$ cat src/rtl/hazard_ctrl_pipe_if.sv
// Hazard controller port bundle.
// Pipeline-side hazard inputs and controller-side stall/flush outputs.
interface hazard_ctrl_pipe_if #(
  parameter int RW = 5,
  parameter int CW = 16
);
  logic          ID_EXmemRead;
  logic          ID_EXmulti;
  logic [RW-1:0] ID_EXrd;
  logic [RW-1:0] IF_IDrs1;
  logic [RW-1:0] IF_IDrs2;
  logic          IF_IDrs1_used;
  logic          IF_IDrs2_used;
  logic          branch_taken;
  logic          PCwrite;
  logic          IF_IDwrite;
  logic          regWrite;
  logic          memWrite;
  logic          ID_EXwrite;
  logic          IF_IDflush;
  logic          ID_EXflush;
  logic          stall_busy;
  logic [CW-1:0] stall_cycles;

  modport master (
    output ID_EXmemRead, ID_EXmulti, ID_EXrd,
    output IF_IDrs1, IF_IDrs2,
    output IF_IDrs1_used, IF_IDrs2_used,
    output branch_taken,
    input  PCwrite, IF_IDwrite, regWrite,
    input  memWrite, ID_EXwrite,
    input  IF_IDflush, ID_EXflush,
    input  stall_busy, stall_cycles
  );

  modport slave (
    input  ID_EXmemRead, ID_EXmulti, ID_EXrd,
    input  IF_IDrs1, IF_IDrs2,
    input  IF_IDrs1_used, IF_IDrs2_used,
    input  branch_taken,
    output PCwrite, IF_IDwrite, regWrite,
    output memWrite, ID_EXwrite,
    output IF_IDflush, ID_EXflush,
    output stall_busy, stall_cycles
  );
endinterface

$ cat src/rtl/hazard_ctrl_pipe.sv
// Pipeline hazard controller: load-use stall,
// multi-cycle EX freeze, branch flush, stall counter.
module hazard_ctrl_pipe #(
  parameter int RW       = 5,
  parameter int LOAD_LAT = 1,
  parameter int MC_LAT   = 4,
  parameter int CW       = 16
) (
  input  logic clk,
  input  logic reset,
  hazard_ctrl_pipe_if.slave bus
);

  localparam int MAXL =
    (LOAD_LAT > MC_LAT) ? LOAD_LAT : MC_LAT;
  localparam int NW = $clog2(MAXL) + 1;

  localparam logic [1:0] IDLE     = 2'd0;
  localparam logic [1:0] LD_STALL = 2'd1;
  localparam logic [1:0] MC_BUSY  = 2'd2;
  localparam logic [1:0] MC_REL   = 2'd3;

  logic [1:0]    state_q, state_d;
  logic [NW-1:0] cnt_q, cnt_d;
  logic [CW-1:0] stall_cycles_q, stall_cycles_d;
  logic          hazard;
  logic          pc_w, ifid_w, reg_w, mem_w, idex_w;
  logic          ifid_f, idex_f;

  // Load-use match; register 0 never hazards.
  always_comb begin
    hazard = bus.ID_EXmemRead
           && (bus.ID_EXrd != '0)
           && ((bus.IF_IDrs1_used
                && bus.ID_EXrd == bus.IF_IDrs1)
            || (bus.IF_IDrs2_used
                && bus.ID_EXrd == bus.IF_IDrs2));
  end

  // Next state, counter and control outputs.
  always_comb begin
    state_d = state_q;
    cnt_d   = cnt_q;
    pc_w    = 1'b1;
    ifid_w  = 1'b1;
    reg_w   = 1'b1;
    mem_w   = 1'b1;
    idex_w  = 1'b1;
    ifid_f  = 1'b0;
    idex_f  = 1'b0;
    case (state_q)
      IDLE: begin
        if (bus.branch_taken) begin
          ifid_f = 1'b1;
          idex_f = 1'b1;
          cnt_d  = '0;
        end else if (bus.ID_EXmulti) begin
          pc_w   = 1'b0;
          ifid_w = 1'b0;
          idex_w = 1'b0;
          if (MC_LAT > 2) begin
            state_d = MC_BUSY;
            cnt_d   = NW'(MC_LAT - 2);
          end else begin
            state_d = MC_REL;
          end
        end else if (hazard) begin
          pc_w   = 1'b0;
          ifid_w = 1'b0;
          reg_w  = 1'b0;
          mem_w  = 1'b0;
          if (LOAD_LAT > 1) begin
            state_d = LD_STALL;
            cnt_d   = NW'(LOAD_LAT - 1);
          end
        end
      end
      LD_STALL: begin
        if (bus.branch_taken) begin
          ifid_f  = 1'b1;
          idex_f  = 1'b1;
          state_d = IDLE;
          cnt_d   = '0;
        end else begin
          pc_w   = 1'b0;
          ifid_w = 1'b0;
          reg_w  = 1'b0;
          mem_w  = 1'b0;
          cnt_d  = cnt_q - NW'(1);
          if (cnt_q == NW'(1)) state_d = IDLE;
        end
      end
      MC_BUSY: begin
        pc_w   = 1'b0;
        ifid_w = 1'b0;
        idex_w = 1'b0;
        cnt_d  = cnt_q - NW'(1);
        if (cnt_q == NW'(1)) state_d = MC_REL;
      end
      default: begin
        state_d = IDLE;
      end
    endcase
  end

  // Saturating count of cycles with the PC held.
  always_comb begin
    stall_cycles_d = stall_cycles_q;
    if (!pc_w && !(&stall_cycles_q))
      stall_cycles_d = stall_cycles_q + CW'(1);
  end

  // State, counter and stall counter registers.
  always_ff @(posedge clk or negedge reset) begin
    if (!reset) begin
      state_q        <= IDLE;
      cnt_q          <= '0;
      stall_cycles_q <= '0;
    end else begin
      state_q        <= state_d;
      cnt_q          <= cnt_d;
      stall_cycles_q <= stall_cycles_d;
    end
  end

  assign bus.PCwrite      = pc_w;
  assign bus.IF_IDwrite   = ifid_w;
  assign bus.regWrite     = reg_w;
  assign bus.memWrite     = mem_w;
  assign bus.ID_EXwrite   = idex_w;
  assign bus.IF_IDflush   = ifid_f;
  assign bus.ID_EXflush   = idex_f;
  assign bus.stall_busy   = (state_q != IDLE);
  assign bus.stall_cycles = stall_cycles_q;

endmodule
$ cat src/flat_wrapper.sv
// flat-port wrapper written by rule: the top's interface ports become plain ports
module hazard_ctrl_pipe_flat 
#(
  parameter int RW       = 5,
  parameter int LOAD_LAT = 1,
  parameter int MC_LAT   = 4,
  parameter int CW       = 16
)
  (clk, reset, bus_ID_EXmemRead, bus_ID_EXmulti, bus_ID_EXrd, bus_IF_IDrs1, bus_IF_IDrs2, bus_IF_IDrs1_used, bus_IF_IDrs2_used, bus_branch_taken, bus_PCwrite, bus_IF_IDwrite, bus_regWrite, bus_memWrite, bus_ID_EXwrite, bus_IF_IDflush, bus_ID_EXflush, bus_stall_busy, bus_stall_cycles);
  hazard_ctrl_pipe_if #(.RW(RW), .CW(CW)) bus_i ();
  input  logic clk;
  input  logic reset;
  input wire logic [$bits(bus_i.ID_EXmemRead)-1:0] bus_ID_EXmemRead;
  input wire logic [$bits(bus_i.ID_EXmulti)-1:0] bus_ID_EXmulti;
  input wire logic [$bits(bus_i.ID_EXrd)-1:0] bus_ID_EXrd;
  input wire logic [$bits(bus_i.IF_IDrs1)-1:0] bus_IF_IDrs1;
  input wire logic [$bits(bus_i.IF_IDrs2)-1:0] bus_IF_IDrs2;
  input wire logic [$bits(bus_i.IF_IDrs1_used)-1:0] bus_IF_IDrs1_used;
  input wire logic [$bits(bus_i.IF_IDrs2_used)-1:0] bus_IF_IDrs2_used;
  input wire logic [$bits(bus_i.branch_taken)-1:0] bus_branch_taken;
  output wire logic [$bits(bus_i.PCwrite)-1:0] bus_PCwrite;
  output wire logic [$bits(bus_i.IF_IDwrite)-1:0] bus_IF_IDwrite;
  output wire logic [$bits(bus_i.regWrite)-1:0] bus_regWrite;
  output wire logic [$bits(bus_i.memWrite)-1:0] bus_memWrite;
  output wire logic [$bits(bus_i.ID_EXwrite)-1:0] bus_ID_EXwrite;
  output wire logic [$bits(bus_i.IF_IDflush)-1:0] bus_IF_IDflush;
  output wire logic [$bits(bus_i.ID_EXflush)-1:0] bus_ID_EXflush;
  output wire logic [$bits(bus_i.stall_busy)-1:0] bus_stall_busy;
  output wire logic [$bits(bus_i.stall_cycles)-1:0] bus_stall_cycles;
  assign bus_i.ID_EXmemRead = bus_ID_EXmemRead;
  assign bus_i.ID_EXmulti = bus_ID_EXmulti;
  assign bus_i.ID_EXrd = bus_ID_EXrd;
  assign bus_i.IF_IDrs1 = bus_IF_IDrs1;
  assign bus_i.IF_IDrs2 = bus_IF_IDrs2;
  assign bus_i.IF_IDrs1_used = bus_IF_IDrs1_used;
  assign bus_i.IF_IDrs2_used = bus_IF_IDrs2_used;
  assign bus_i.branch_taken = bus_branch_taken;
  assign bus_PCwrite = bus_i.PCwrite;
  assign bus_IF_IDwrite = bus_i.IF_IDwrite;
  assign bus_regWrite = bus_i.regWrite;
  assign bus_memWrite = bus_i.memWrite;
  assign bus_ID_EXwrite = bus_i.ID_EXwrite;
  assign bus_IF_IDflush = bus_i.IF_IDflush;
  assign bus_ID_EXflush = bus_i.ID_EXflush;
  assign bus_stall_busy = bus_i.stall_busy;
  assign bus_stall_cycles = bus_i.stall_cycles;
  hazard_ctrl_pipe #(.RW(RW), .LOAD_LAT(LOAD_LAT), .MC_LAT(MC_LAT), .CW(CW)) u_core (.clk(clk), .reset(reset), .bus(bus_i));
endmodule
$ cat config.mk
export PLATFORM = sky130hd
export DESIGN_NAME = hazard_ctrl_pipe_flat
export DESIGN_NICKNAME = d
export VERILOG_FILES = /design/src/rtl/hazard_ctrl_pipe_if.sv /design/src/rtl/hazard_ctrl_pipe.sv /design/src/flat_wrapper.sv
export SDC_FILE = /design/constraint.sdc
export NUM_CORES = 1
export LEC_CHECK = 0
export CORE_MARGIN = 2
export CORE_UTILIZATION = 48
export DETAILED_ROUTE_END_ITERATION = 16
export PLACE_DENSITY = 0.81
export SYNTH_ARGS = -nofsm -noshare
export SYNTH_HDL_FRONTEND = slang
export SYNTH_SLANG_ARGS = --single-unit
$ cat constraint.sdc
create_clock -name clk -period 4.98 [get_ports clk]
set_input_delay 0.498 -clock clk [delete_from_list [all_inputs] [get_ports clk]]
set_output_delay 0.498 -clock clk [all_outputs]
set_load 0.01 [all_outputs]
After elaboration in Yosys (flattened, before gate mapping)
Cells that the tools add are included.

storage, ports and cells
  register bits = 21
  latch bits = 0
  memory bits (writable) = 0
  bits in read-only memories = 0
  word-level logic and storage cells = 53
  memories kept = 0

operators by class
  add/subtract/negate cells = 2
  multipliers = 0
  divide/modulo/power cells = 0
  order comparisons = 0
  equal/unequal tests = 10
  shift-type cells = 0
  mux-type cells = 22
  bitwise operators = 0
  reductions and logical operators = 16

operators by type and width
  kind                     number
  $add A16 B1 Y16 const B  1
  $reduce_and A16 Y1       1
  $eq A5 B5 Y1             2
  $mux W2                  5
  $mux W1                  9
  $mux W3                  3
  $pmux W3 S3              1
  $pmux W2 S3              1
  $logic_and A1 B1 Y1      5
  $reduce_bool A5 Y1       1
  $ne A2 B2 Y1 const B     2
  $pmux W1 S2              2
  $reduce_and A4 Y1        1
  $eq A3 B1 Y1 const B     1
  $ne A3 B2 Y1 const B     1
  $ne A3 B3 Y1 const B     1
  $pmux W1 S3              1
  $reduce_bool A3 Y1       1
  $sub A3 B1 Y3 const B    1
  $eq A2 B1 Y1 const B     1
  $eq A2 B2 Y1 const B     1
  $logic_not A1 Y1         2
  $logic_not A2 Y1         1
  $ne A2 B1 Y1 const B     1
  4 further kinds          4

Logic depth before layout (Yosys ltp)
Gate-level depths: netlist of run 1.

  depth in word-level cells = 10
  mapped depth = 8

Worst setup path after synthesis of run 1
No wires, ideal clock.

  path type = input-to-output
  start = input bus_ID_EXrd[0]
  end = output bus_PCwrite
  arrival time = 1.766 ns
  required time = 4.482 ns
  setup slack = 2.716 ns
  cell stages on the path = 5
  buffers on the path = 1
  cell sequence = or4_1 o21a_1 a21oi_1 nand2b_1 buf_4

between the ends
  longest elaborated chain between the ends = 8
  elaborated cells on any way between the ends = 12
  classes of those cells = eq/ne (2); mux (4); reduce/logical (6)

ends and longest elaborated chain
  item                                           RTL line                                        text
  start: declaration                             flat_wrapper.sv:15                              input wire logic [$bits(bus_i.ID_EXrd)-1:0] bus_ID_EXrd;
  $eq A5 B5 Y1, on equally long branches         hazard_ctrl_pipe.sv:35, hazard_ctrl_pipe.sv:37
  $logic_and A1 B1 Y1, on equally long branches  hazard_ctrl_pipe.sv:35, hazard_ctrl_pipe.sv:37
  $logic_or A1 B1 Y1                             hazard_ctrl_pipe.sv:36                          || (bus.IF_IDrs2_used
  $logic_and A1 B1 Y1 (*)                        hazard_ctrl_pipe.sv:34                          && ((bus.IF_IDrs1_used
  $mux W1 (*) (3 in a row)                       n/a
  $pmux W1 S3 (*)                                n/a
  end: declaration                               flat_wrapper.sv:21                              output wire logic [$bits(bus_i.PCwrite)-1:0] bus_PCwrite;

Every way passes the cells marked *; elsewhere a longest branch is shown, timed or not.

Worst setup path after layout of run 1
  start = input bus_ID_EXrd[3]
  end = output bus_IF_IDwrite

between the ends
  longest elaborated chain between the ends = 8
  elaborated cells on any way between the ends = 12
  classes of those cells = eq/ne (2); mux (4); reduce/logical (6)

ends and longest elaborated chain
  item                                           RTL line                                        text
  $eq A5 B5 Y1, on equally long branches         hazard_ctrl_pipe.sv:35, hazard_ctrl_pipe.sv:37
  $logic_and A1 B1 Y1, on equally long branches  hazard_ctrl_pipe.sv:35, hazard_ctrl_pipe.sv:37
  $logic_or A1 B1 Y1                             hazard_ctrl_pipe.sv:36
  $logic_and A1 B1 Y1 (*)                        hazard_ctrl_pipe.sv:34
  $mux W1 (*)                                    hazard_ctrl_pipe.sv:67                          end else if (hazard) begin
  $mux W1 (*)                                    hazard_ctrl_pipe.sv:57                          end else if (bus.ID_EXmulti) begin
  $mux W1 (*)                                    hazard_ctrl_pipe.sv:53                          if (bus.branch_taken) begin
  $pmux W1 S3 (*)                                hazard_ctrl_pipe.sv:51                          case (state_q)
  end: declaration                               flat_wrapper.sv:22                              output wire logic [$bits(bus_i.IF_IDwrite)-1:0] bus_IF_IDwrite;

Marks and branches as above.

==> impl_summary.log, run 1 <==
INFO  metric dr_wl_met3 = 208 um
INFO  metric critical-path-top-delay-family = buffers and inverters
INFO  metric pin_count = 46
INFO  metric finalSetupTns = 0 ns
INFO  metric port-buffer-count = 45
INFO  metric clock_sink_count = 21
INFO  metric critical_path_arrival = 2.85 ns
INFO  metric fillers = 227
INFO  metric hold_path_startpoint = u_core.cnt_q[2]$_DFFE_PN0P_
INFO  metric synthesis.nets = 169
INFO  metric fp-row-count = 19
INFO  metric grt.total_usage = 0.2180
INFO  metric crit_fanout = 6
INFO  metric final-setup-viol-count = 0
INFO  metric setup_repair_after_global_routing_missed_its_margin = no
INFO  metric worst_r2r_path_depth = 8
INFO  metric yosysWarningCount = 0
INFO  metric fp.dieW = 56.67 um
INFO  metric reg2reg_slack = 2.60 ns
INFO  metric initial_core_utilization = 0.4956
INFO  metric gp_congestion = 0.8244
INFO  metric std_cell_core_area = 2686 um^2
INFO  metric async_reset_ff_frac = 1.000
INFO  metric setup.worst_path.class = in2out
INFO  metric cts-resized-gates = 0
INFO  metric synth-edff-count = 0
INFO  metric wl_met1 = 1413 um
INFO  metric globalRoute.totalOverflow = 0
INFO  metric timing.max_cap.violations = 0
INFO  metric antenna_violations_before_repair = 0
INFO  metric ys_ff_latch = 21
INFO  metric ys_seq_area_frac = 0.3947
INFO  metric synthToLayoutAreaGrowth = 37.12%
INFO  metric worst_hold_path.num_cells = 1
INFO  metric clock_skew = 0.005464 ns
INFO  metric top_signal_layer_used = met4
INFO  metric cts.htree.levels = 1
INFO  metric drt-wirelength-per-cell = 15.26 um
INFO  metric drt_first_pass_iters = 4
INFO  metric y_dimension_of_the_die = 56.67 um
INFO  metric synthDominantAreaCellType = dfrtp_1
INFO  metric critical_path.endpoint_type = primary output
INFO  metric antenna_violating_nets_remaining = 0
INFO  metric synth_ff_type = dfrtp_1
INFO  metric postRouteWirelength = 3296 um
INFO  metric worst_pin_slew = 0.9325 ns
INFO  metric route.vias.total = 1193
INFO  metric worstSkewPairLatency = 0.31 ns
INFO  metric synth.cells.most_frequent = 21 x dfrtp_1, 17 x xnor2_1, 10 x inv_1, 10 x nand2_1, 9 x nor2_1
INFO  metric rr_endpoint = u_core.bus.stall_cycles[9]$_DFFE_PN0P_
INFO  metric tritoncts.num_buffers = 3
INFO  metric fp.dieArea = 3211 um^2
INFO  metric timing.final.crit_period = 3.345 ns
INFO  metric layout.core_utilization = 0.6796
INFO  metric whs_endpoint = u_core.cnt_q[2]$_DFFE_PN0P_
INFO  metric critical_path_required_time = 4.48 ns
INFO  metric critical-path-slowest-cell = clkdlybuf4s50_1
INFO  metric timing.final.hold_violations = 0
INFO  metric post-cts-setup-buffer-count = 0
INFO  metric grt_pass1_wl = 5561 um
INFO  metric synth_top_area_frac = 0.3947
INFO  metric met2RoutedLength = 1623 um
INFO  metric critical-path-top-cell-by-count = clkdlybuf4s50_1
INFO  metric synthesis.instances = 139
INFO  metric worst_slew_margin_rel = 0.3764
INFO  metric clock_path_buffers = 2
INFO  metric regToRegStartpoint = u_core.state_q[0]$_DFFE_PN0P_
INFO  metric fmax = 298.9 MHz
INFO  metric fin_crit_sh = 0.6718
INFO  metric grt_start_max_net_pins = 22
INFO  metric power_density = 457.9 nW/um^2
INFO  metric yosys.cell_count.top_type = dfrtp_1
INFO  metric path_cells = clkdlybuf4s50_1, or4_1, o21a_1, a21oi_1, nand2b_1, clkdlybuf4s50_1
INFO  metric drive_gt1_frac = 0.06486
INFO  metric tritoncts = built
INFO  metric crit_path_start_kind = primary input
INFO  metric detail_route.vias_per_cell = 5.523
INFO  metric clock-root-buffer = clkbuf_4
INFO  metric slew_viol_final = 0
INFO  metric placed_wire_length_estimate = 2537 um
INFO  metric first_global_vias = 1259
INFO  metric post-route-drc-count = 0
INFO  metric fin_nets = 216
INFO  metric cts.reportedPaths.clkPinSlew = 0.11 ns
INFO  metric postCtsHoldBufs = 0
INFO  metric synth.top_cells.by_area = dfrtp_1 39%, xnor2_1 11%, ha_1 7.5%, xor2_1 5.3%, nand4_1 3.3%
INFO  metric antenna_cells = 0
INFO  metric run_status = completed
INFO  metric syn_area = 1331 um^2
INFO  metric worstPathBufferInverterCount = 2
INFO  metric vdd.ir_drop.worst = 0.3187 mV
INFO  metric holdCritPathClass = reg2reg
INFO  metric syn-mean-instance-area = 9.578 um^2
INFO  metric dr.first_iter.drc_count = 52
INFO  metric power.static_leakage = 0.7665 nW
INFO  metric cp_slowest_stage_delay = 0.55 ns
INFO  metric netlist-cell-type-count = 31
[worst reg2reg max path, delay by kind of cell (launching register included)]
family	cells	cell delay, ns
AOI/OAI and AO/OA	2	0.56
xor gates and xnor gates	1	0.17
adders and majority gates	1	0.27
buffers and inverters	1	0.09
DFF	1	0.45
and+or+nand+nor	3	0.79
[layer usage]
layer / vias to the layer above / GRT usage
li1: 571 / -
met1: 569 / 0.2715
met2: 46 / 0.3787
met3: 7 / 0.04608
met4: 0 / 0.06122
met5: - / 0
[cells by family (layout without fill, tap and decap cells)]
family,count (synthesis),in the layout,synth area share
and+or+nand+nor,52,52,0.2143
xor gates and xnor gates,25,25,0.1645
muxes,3,3,0.02444
DFF,21,21,0.3947
AOI/OAI and AO/OA,17,17,0.08176
adders and majority gates,8,8,0.07519
buffers and inverters,13,59,0.04511
[area by class of cell]
type,count,area [um^2],share of cell area
multi-input cells,105,745.7,0.4085
flip-flops and latches,21,525.5,0.2879
well taps,31,38.79,0.02125
repair buffers,45,450.4,0.2467
inverters,10,37.54,0.02056
clock inverters,1,5.005,0.002742
clock buffers,3,22.52,0.01234
[sequential cells by signal, indices dropped and copies added, names as in the netlist]
register / count
u_core.state_q: 2
u_core.bus.stall_cycles: 16
u_core.cnt_q: 3
[stage by stage]
step | power [mW] | instances | area [um^2] | setup slack, ns | hold WS (ns)
final | 0.8359 | 216 | 1826 | 1.635 | 0.5004
after global routing | 0.8968 | 216 | 1826 | 1.522 | 0.5412
after CTS | 0.8414 | 216 | 1826 | 1.653 | 0.5055
after detailed placement | 0.7544 | 212 | 1798 | 1.704 | 0.4853
after global placement | 0.7226 | 212 | 1798 | 1.776 | 0.4770
after floorplan | 0.5540 | 139 | 1331 | 2.716 | 0.2024
[cell usage in the layout (no fill, tap or decap), drive strengths merged, types with 3 or more instances in the layout]
master,count
nand3,5
o21ai,7
or2,3
inv,10
xnor2,17
ha,8
nand2,11
xor2,8
nor3,6
nand4,7
nor2,9
clkdlybuf4s50,45
clkbuf,3
dfrtp,21
[power by group]
| part | switching [mW] | total, mW | internal (mW) |
|---|---|---|---|
| clock | 0.0534 | 0.0833 | 0.0300 |
| combinational | 0.240 | 0.480 | 0.240 |
| sequential | 0.0531 | 0.273 | 0.220 |
[worst max-delay path by stage]
stage,startpoint,end,slack (ns),cells past startpoint
2_1_floorplan,bus_ID_EXrd[0],bus_PCwrite,2.72,5
3_3_place_gp,bus_ID_EXrd[0],bus_PCwrite,1.78,6
3_5_place_dp,bus_ID_EXrd[3],bus_IF_IDwrite,1.70,6
4_1_cts,bus_ID_EXrd[3],bus_IF_IDwrite,1.65,6
5_1_grt,bus_ID_EXrd[3],bus_IF_IDwrite,1.52,6
6_report,bus_ID_EXrd[3],bus_IF_IDwrite,1.63,6
Note: power is estimated with default switching activity, not from simulation.
==> run 2: changes to the inputs <==
--- a/config.mk
+++ b/config.mk
@@ -6,9 +6,9 @@
 export NUM_CORES = 1
 export LEC_CHECK = 0
 export CORE_MARGIN = 2
-export CORE_UTILIZATION = 48
+export CORE_UTILIZATION = 45
 export DETAILED_ROUTE_END_ITERATION = 16
-export PLACE_DENSITY = 0.81
+export PLACE_DENSITY = 0.77
 export SYNTH_ARGS = -nofsm -noshare
 export SYNTH_HDL_FRONTEND = slang
 export SYNTH_SLANG_ARGS = --single-unit
==> constraint.sdc (replaced) <==
create_clock -name clk -period 3.33 [get_ports clk]
set_input_delay 0.333 -clock clk [delete_from_list [all_inputs] [get_ports clk]]
set_output_delay 0.333 -clock clk [all_outputs]
set_load 0.01 [all_outputs]
==> impl_summary.log, run 2 (same netlist as run 1, synthesis figures left out) <==
INFO  metric run_status = completed
INFO  metric critical_path_depth = 6 (unchanged)
INFO  metric largest_reg_flops = 16 (unchanged)
INFO  metric worstPathBufferInverterCount = 2 (unchanged)
INFO  metric std_cell_core_area = 2781 um^2 (+3.5%)
INFO  metric critical-path-slowest-cell = clkdlybuf4s50_1
INFO  metric finish.instance_area = 1826 um^2 (unchanged)
INFO  metric fp-row-count = 19 (unchanged)
INFO  metric post-route-drc-count = 0 (unchanged)
INFO  metric gp_congestion = 0.8564 (+3.9%)
INFO  metric cp_slowest_stage_delay = 0.55 ns (about the same)
INFO  metric worst_r2r_path_depth = 8 (unchanged)
INFO  metric clock-root-buffer = clkbuf_4
INFO  metric critical_path_required_time = 3.00 ns (-1.48 ns)
INFO  metric route.vias.total = 1157 (-3.0%)
INFO  metric vdd.ir_drop.worst = 0.5560 mV (+74%)
INFO  metric cts.reportedPaths.clkPinSlew = 0.12 ns (about the same)
INFO  metric postRouteWirelength = 3068 um (-6.9%)
INFO  metric crit_path_start_kind = primary input
INFO  metric critical_path.endpoint_type = primary output
INFO  metric setup.worst_path.class = in2out
INFO  metric drt-wirelength-per-cell = 14.20 um (-6.9%)
INFO  metric fmax = 337.3 MHz
INFO  metric worst_hold_path.num_cells = 1 (unchanged)
INFO  metric cts-resized-gates = 0 (unchanged)
INFO  metric holdCritPathClass = reg2reg
INFO  metric port-buffer-count = 45 (unchanged)
INFO  metric timing.final.hold_violations = 0 (unchanged)
INFO  metric power_density = 669.2 nW/um^2 (+46%)
INFO  metric drt_first_pass_iters = 4 (unchanged)
INFO  metric y_dimension_of_the_die = 58.39 um (+3.0%)
INFO  metric pin_count = 46 (unchanged)
INFO  metric antenna_violations_before_repair = 0 (unchanged)
INFO  metric crit_fanout = 6 (unchanged)
INFO  metric finalSetupTns = 0 ns (unchanged)
INFO  metric tritoncts = built
INFO  metric cts.htree.levels = 1 (unchanged)
INFO  metric worst_pin_slew = 0.9115 ns (-0.02106 ns)
INFO  metric synthToLayoutAreaGrowth = 37.12% (unchanged)
INFO  metric tritoncts.num_buffers = 3 (unchanged)
INFO  metric post-cts-setup-buffer-count = 0 (unchanged)
INFO  metric clock_skew = 0.01287 ns (+0.007409 ns)
INFO  metric commonest_non_fill_non_tap_cell_in_the_layout = clkdlybuf4s50_1
INFO  metric critical-path-top-delay-family = buffers and inverters
INFO  metric critical_path_arrival = 2.63 ns (-0.22 ns)
INFO  metric path_cells = clkdlybuf4s50_1, or4_1, o21a_1, a21oi_1, nand2b_1, clkdlybuf4s50_1
INFO  metric postCtsHoldBufs = 0 (unchanged)
INFO  metric drive_gt1_frac = 0.06486 (unchanged)
INFO  metric fin_nets = 216 (unchanged)
INFO  metric antenna_violating_nets_remaining = 0 (unchanged)
INFO  metric setup_repair_after_global_routing_missed_its_margin = no
INFO  metric final-setup-viol-count = 0 (unchanged)
INFO  metric timing.final.crit_period = 2.965 ns
INFO  metric worst_slew_margin_rel = 0.3905 (+0.01409)
INFO  metric timing.max_cap.violations = 0 (unchanged)
INFO  metric layout_common_cells = 45 x clkdlybuf4s50_1, 21 x dfrtp_1, 17 x xnor2_1, 10 x inv_1, 10 x nand2_1
INFO  metric placed_wire_length_estimate = 2431 um (-4.2%)
INFO  metric clock_path_buffers = 2 (unchanged)
INFO  metric detail_route.vias_per_cell = 5.356 (-3.0%)
INFO  metric fin_crit_sh = 0.8903
INFO  metric fp.dieW = 58.39 um (+3.0%)
INFO  metric detailed_place.area = 1798 um^2 (unchanged)
INFO  metric reg2reg_slack = 1.07 ns (-1.53 ns)
INFO  metric initial_core_utilization = 0.4786 (-0.01694)
INFO  metric grt_start_max_net_pins = 22 (unchanged)
INFO  metric dr.first_iter.drc_count = 45 (-13%)
INFO  metric worstSkewPairLatency = 0.30 ns (about the same)
INFO  metric clock_sink_count = 21 (unchanged)
INFO  metric grt.total_usage = 0.1932 (-0.02476)
INFO  metric slew_viol_final = 0 (unchanged)
INFO  metric antenna_cells = 0 (unchanged)
INFO  metric first_global_vias = 1167 (-7.3%)
INFO  metric grt_pass1_wl = 5126 um (-7.8%)
INFO  metric fp.dieArea = 3409 um^2 (+6.2%)
INFO  metric critical-path-top-cell-by-count = clkdlybuf4s50_1
INFO  metric power.static_leakage = 0.7665 nW (unchanged)
INFO  metric globalRoute.totalOverflow = 0 (unchanged)
run 2: cell counts in the layout (fill, tap and decap cells not counted):
No cell type changed its count.
run 2: stage by stage:
step / cells / hold WS, ns / setup WS (ns) / util / total power, mW
6_report: 216 / 0.4944 / 0.3653 / 0.6563 / 1.222
3_3_place_gp: 212 / 0.4673 / 0.4443 / 0.6464 / 1.089
2_1_floorplan: 139 / 0.03741 / 1.327 / - / 0.8285
4_1_cts: 216 / 0.4924 / 0.3502 / 0.6563 / 1.232
3_5_place_dp: 212 / 0.4723 / 0.3561 / 0.6464 / 1.109
5_1_grt: 216 / 0.5181 / 0.2665 / 0.6563 / 1.324
run 2: where the power goes:
part | internal, mW | switching (mW) | total (mW)
clock | 0.0447 | 0.0762 | 0.121
combinational | 0.357 | 0.343 | 0.699
sequential | 0.329 | 0.0725 | 0.401
run 2: area by class of cell:
class,instances,area [um^2]
clock inverter,1,5.005
tap,31,38.79
sequential,21,525.5
clock buffer,3,22.52
fill,233,955.9
timing repair buffer,45,450.4
multi-input combinational,105,745.7
inverter,10,37.54
run 2: layer usage:
metal	GRT usage	wire, um	part of all wire	vias up
li1	-	-	-	572
met1	0.2436	1304	0.43	543
met2	0.3355	1514	0.49	38
met3	0.03077	222	0.072	4
met4	0.06645	26	0.0085	0
met5	0	0	0	-
run 2: path summary, 6_finish.rpt:
check | startpoint | endpoint
setup / recovery | bus_ID_EXrd[3] | bus_IF_IDwrite
hold / removal | u_core.cnt_q[2]$_DFFE_PN0P_ | u_core.cnt_q[2]$_DFFE_PN0P_
setup reg to reg | u_core.state_q[0]$_DFFE_PN0P_ | u_core.bus.stall_cycles[9]$_DFFE_PN0P_
hold reg to reg | u_core.cnt_q[2]$_DFFE_PN0P_ | u_core.cnt_q[2]$_DFFE_PN0P_
max in group asynchronous | reset | u_core.bus.stall_cycles[4]$_DFFE_PN0P_
min in group asynchronous | reset | u_core.bus.stall_cycles[12]$_DFFE_PN0P_
